===== config.mk =====
export PLATFORM = sky130hd
export DESIGN_NAME = mux_n_pipe
export DESIGN_NICKNAME = d
export VERILOG_FILES = /design/src/rtl/mux_n_pipe.sv
export SDC_FILE = /design/constraint.sdc
export NUM_CORES = 1
export LEC_CHECK = 0
export CORE_ASPECT_RATIO = 1.2
export CORE_UTILIZATION = 43
export DETAILED_ROUTE_END_ITERATION = 10
export PLACE_DENSITY = 0.8
export SYNTH_ARGS = -nofsm -noshare
export SYNTH_HDL_FRONTEND = slang
export SYNTH_SLANG_ARGS = --single-unit

===== constraint.sdc =====
create_clock -name clk -period 1.74 [get_ports clk]
set_input_delay 0.522 -clock clk [delete_from_list [all_inputs] [get_ports clk]]
set_output_delay 0.522 -clock clk [all_outputs]
set_load 0.01 [all_outputs]

===== src/rtl/mux_n_pipe.sv =====
// mux_n_pipe: N-channel select mux feeding a two-entry elastic output stage
// (main + skid register) with a valid/ready handshake on both sides.
module mux_n_pipe #(
  parameter int DATA_W = 16,
  parameter int N_IN   = 4,
  localparam int SEL_W = $clog2(N_IN)
) (
  input  logic                   clk,
  input  logic                   rst,
  input  logic [N_IN*DATA_W-1:0] in_data,
  input  logic [SEL_W-1:0]       in_sel,
  input  logic                   in_valid,
  output logic                   in_ready,
  output logic [DATA_W-1:0]      out_data,
  output logic                   out_sel_err,
  output logic                   out_valid,
  input  logic                   out_ready
);

  localparam int N_TBL = 1 << SEL_W;
  localparam logic [SEL_W:0] N_IN_L = (SEL_W + 1)'(N_IN);

  // Encoding is {main_v, skid_v}; 2'b01 cannot be reached.
  typedef enum logic [1:0] {
    EMPTY = 2'b00,
    ONE   = 2'b10,
    FULL  = 2'b11
  } state_t;

  state_t            state_r, state_s;
  logic [DATA_W-1:0] main_data_r, skid_data_r, dec_data_s;
  logic              main_err_r, skid_err_r, dec_err_s;
  logic              main_v_s, skid_v_s;
  logic              in_xfer_s, out_xfer_s;
  logic              load_main_s, load_skid_s, skid_to_main_s;
  logic [DATA_W-1:0] tbl_s [N_TBL];

  // Select codes beyond N_IN-1 alias the last channel, so the table has no holes.
  for (genvar k = 0; k < N_TBL; k++) begin : g_tbl
    localparam int SRC = (k < N_IN) ? k : N_IN - 1;
    assign tbl_s[k] = in_data[SRC*DATA_W +: DATA_W];
  end

  assign main_v_s    = state_r[1];
  assign skid_v_s    = state_r[0];
  assign in_ready    = ~skid_v_s;
  assign in_xfer_s   = in_valid & ~skid_v_s;
  assign out_xfer_s  = main_v_s & out_ready;
  assign out_valid   = main_v_s;
  assign out_data    = main_data_r;
  assign out_sel_err = main_err_r;

  // Input-side select decode, captured alongside the data.
  always_comb begin
    dec_data_s = tbl_s[in_sel];
    dec_err_s  = ({1'b0, in_sel} >= N_IN_L);
  end

  // Next-state and register load enables for the main/skid pair.
  always_comb begin
    state_s        = state_r;
    load_main_s    = 1'b0;
    load_skid_s    = 1'b0;
    skid_to_main_s = 1'b0;
    case (state_r)
      EMPTY: begin
        if (in_xfer_s) begin
          load_main_s = 1'b1;
          state_s     = ONE;
        end else begin
          state_s = EMPTY;
        end
      end
      ONE: begin
        if (in_xfer_s && out_xfer_s) begin
          load_main_s = 1'b1;
          state_s     = ONE;
        end else if (in_xfer_s) begin
          load_skid_s = 1'b1;
          state_s     = FULL;
        end else if (out_xfer_s) begin
          state_s = EMPTY;
        end else begin
          state_s = ONE;
        end
      end
      FULL: begin
        if (out_xfer_s) begin
          skid_to_main_s = 1'b1;
          state_s        = ONE;
        end else begin
          state_s = FULL;
        end
      end
      default: begin
        state_s = EMPTY;
      end
    endcase
  end

  // State, main and skid registers; reset discards any stored words.
  always_ff @(posedge clk) begin
    if (rst) begin
      state_r     <= EMPTY;
      main_data_r <= '0;
      main_err_r  <= 1'b0;
      skid_data_r <= '0;
      skid_err_r  <= 1'b0;
    end else begin
      state_r <= state_s;
      if (load_main_s) begin
        main_data_r <= dec_data_s;
        main_err_r  <= dec_err_s;
      end else if (skid_to_main_s) begin
        main_data_r <= skid_data_r;
        main_err_r  <= skid_err_r;
      end
      if (load_skid_s) begin
        skid_data_r <= dec_data_s;
        skid_err_r  <= dec_err_s;
      end
    end
  end

endmodule


==> results.py <==
metrics = {
    "global_route": {
        "grt_max_degree": 24,
        "grt-ovfl-total": 0,
        "grt_pass1_vias": 1925,
        "antenna_found_initial": 0,
        "grtUsageTotal": 0.239,
        "grt_first_pass_wirelength_um": 9350,
    },
    "sta": {
        "fin_crit_sh": 0.978,
        "final_hold_viol_count": 0,
        "finClkSkew_ns": 0.00429,
        "finalMaxSlewViolations": 0,
        "setup_viol": 0,
        "rsz0062_at_grt": "no",
        "fmax_mhz": 587,
        "setup-tns-final_ns": 0,
        "post-route-min-period_ns": 1.70,
    },
    "drt": {
        "drc": 0,
        "wl_met2_um": 2980,
        "antenna_left": 0,
        "dr.max_layer_used": "met4",
        "drtIter0Drc": 159,
        "wl_met3_um": 398,
        "first_pass_iters": 4,
        "m1WireLength_um": 2310,
        "wl_per_cell_um": 17.3,
        "viasPerCell": 5.85,
        "totalWireLength_um": 5780,
        "num_vias": 1954,
    },
    "setup_path": {
        "rr_endpoint": "out_data[10]",
        "critPathMaxStageDelay_ns": 0.54,
        "crit_buf_inv": 1,
        "timing.rr.start": "state_r[1]",
        "cp.arrival_ns": 1.18,
        "critPathCaptureType": "output pin",
        "cpMaxStageDelayCell": "clkdlybuf4s50_1",
        "worstSetupPathType": "flip-flop to output pin",
        "setup.worst_path.start_class": "flip-flop",
        "timing.critical_path.max_delay_family": "buffers and inverters",
        "rrSetupSlack_ns": 0.22,
        "cp.required_ns": 1.22,
        "cp_cell_sequence": "clkdlybuf4s50_1",
        "critPathMaxFanout": 3,
        "reg2regPathDepth": 5,
    },
    "synthesis": {
        "yosysMostFrequentCell": "dfxtp_1",
        "synth.distinct_cells": 24,
        "synth-async-reset-ratio": 0,
        "ys_warn_count": 0,
        "syn_area_um2": 2140,
        "synth_seq_area_share": 0.318,
        "synth_ff_type": "dfxtp_1",
        "synth_common_cells": "34 x dfxtp_1, 17 x a21oi_1, 17 x o21ai_0",
        "synth_top_area_frac": 0.318,
        "synth-edff-count": 0,
        "synth.largest_area_cell": "dfxtp_1",
        "yosys_register_bits": 34,
        "syn_nets": 253,
        "syn-mean-instance-area_um2": 11.7,
        "synthTopCellsByArea": "dfxtp_1 32%, a2111oi_2 11%, mux4_2 11%",
        "synthCells": 183,
    },
    "outcome": {
        "status": "completed",
    },
    "finish": {
        "areaGrowthSynthToFinish_pct": 52.3,
        "nets": 347,
        "design_area_um2": 3260,
        "drive_gt1_frac": 0.275,
        "diodes": 0,
        "finish.utilization": 0.693,
    },
    "clock_tree": {
        "clockBufferDepth": 2,
        "path_clk_slew_ns": 0.06,
        "htree_levels": 2,
        "cts-buffers-inserted": 5,
        "clock_latency_ns": 0.28,
        "ctsHoldBuffers": 0,
        "clockRootBuffer": "clkbuf_8",
        "cts.sinks": 34,
        "cts_tree": "yes",
        "cts_setup_buffers": 0,
    },
    "floorplan": {
        "core_um2": 4700,
        "die_x_um": 66.4,
        "die_h_um": 79.3,
        "ioPinCount": 89,
        "fp-row-count": 27,
        "start_util": 0.455,
        "die_area_um2": 5260,
    },
    "power_and_ir_drop": {
        "power_density_nw_per_um2": 636,
        "vdd.ir_drop.worst_mv": 0.450,
        "total_power_mw": 2.07,
        "leakage_nw": 1.32,
    },
    "place": {
        "placed_cell_area_um2": 3110,
        "portBuffers": 87,
        "gp_congestion": 0.771,
        "hpwlAfterDp_um": 4220,
    },
    "flow_run": {
        "maxCapViolations": 0,
    },
    "min_path": {
        "holdPathStages": 1,
        "min_to": "skid_data_r[8]",
        "hold_class": "flip-flop to flip-flop",
        "hold_start": "skid_data_r[8]",
    },
}
cells in the final DEF, fill, tap and decap left out, drive strengths merged:
cell type / count
clkdlybuf4s50: 72
dfxtp: 34
buf: 25
o21ai: 17
a21oi: 17
nor3: 17
a22o: 16
nand3b: 16
a2111oi: 16
mux4: 16
dlymetal6s2s: 12
clkbuf: 7
inv: 2
nand2b: 2
dlygate4sd2: 2
nor2b: 1
a31oi: 1
or2: 1
nor3b: 1
conb: 1
area by class of cell:
type	count	area [um^2]
Clock buffer	6	82.6
Fill cell	357	1440
Inverter	2	7.51
Multi-Input combinational cell	122	1290
Sequential cell	34	681
Tap cell	58	72.6
Timing Repair Buffer	112	1120
metrics by stage:
stage	hold slack (ns)	cells	setup WS [ns]
after CTS	0.474	334	0.00268
final	0.474	334	0.0378
after global routing	0.493	334	0.00270
after floorplan	0.440	183	0.138
after global placement	0.452	327	-0.454
after detailed placement	0.457	327	-0.482
power breakdown:
group	internal, mW	total, mW	leakage, nW	switching (mW)
Clock	0.305	0.567	0.0431	0.262
Sequential	0.827	0.862	0.279	0.0353
Combinational	0.377	0.640	0.993	0.263
what timing repair did:
item | 4_1_cts | 5_1_grt
cloned | 1 | 0
endpoints found under the setup margin | 33 | 18
gates resized for setup | 10 | 14
how the worst max path moves through the flow:
stage / startpoint / end / slack, ns / depth (start not counted)
floorplan: in_sel[0] / skid_data_r[0] / 0.14 / 4
global placement: in_sel[0] / out_data[11] / -0.45 / 5
detailed placement: in_sel[0] / out_data[0] / -0.48 / 5
CTS: out_data[0] / out_data[0] / 0.003 / 1
global route: out_data[14] / out_data[14] / 0.003 / 1
finish: out_data[15] / out_data[15] / 0.04 / 1
registers in the layout, indices dropped and copies added (netlist names):
signal and flops:
out_data 16, state_r 2, skid_data_r 16
cell families after synthesis:
group | after synthesis | share of synthesized area
buf+inv | 27 | 0.0901
mux | 16 | 0.179
compound gates | 67 | 0.267
other cells | 1 | 0.00175
flops | 34 | 0.318
simple gates | 38 | 0.143
metal layers:
layer  vias to the layer above  global-route usage
met3                         8              0.0431
met2                        83               0.405
met1                       945               0.299
met5                         -                   0
met4                         0              0.0851
li1                        918                   -
Power figures use the tool's default switching activity.
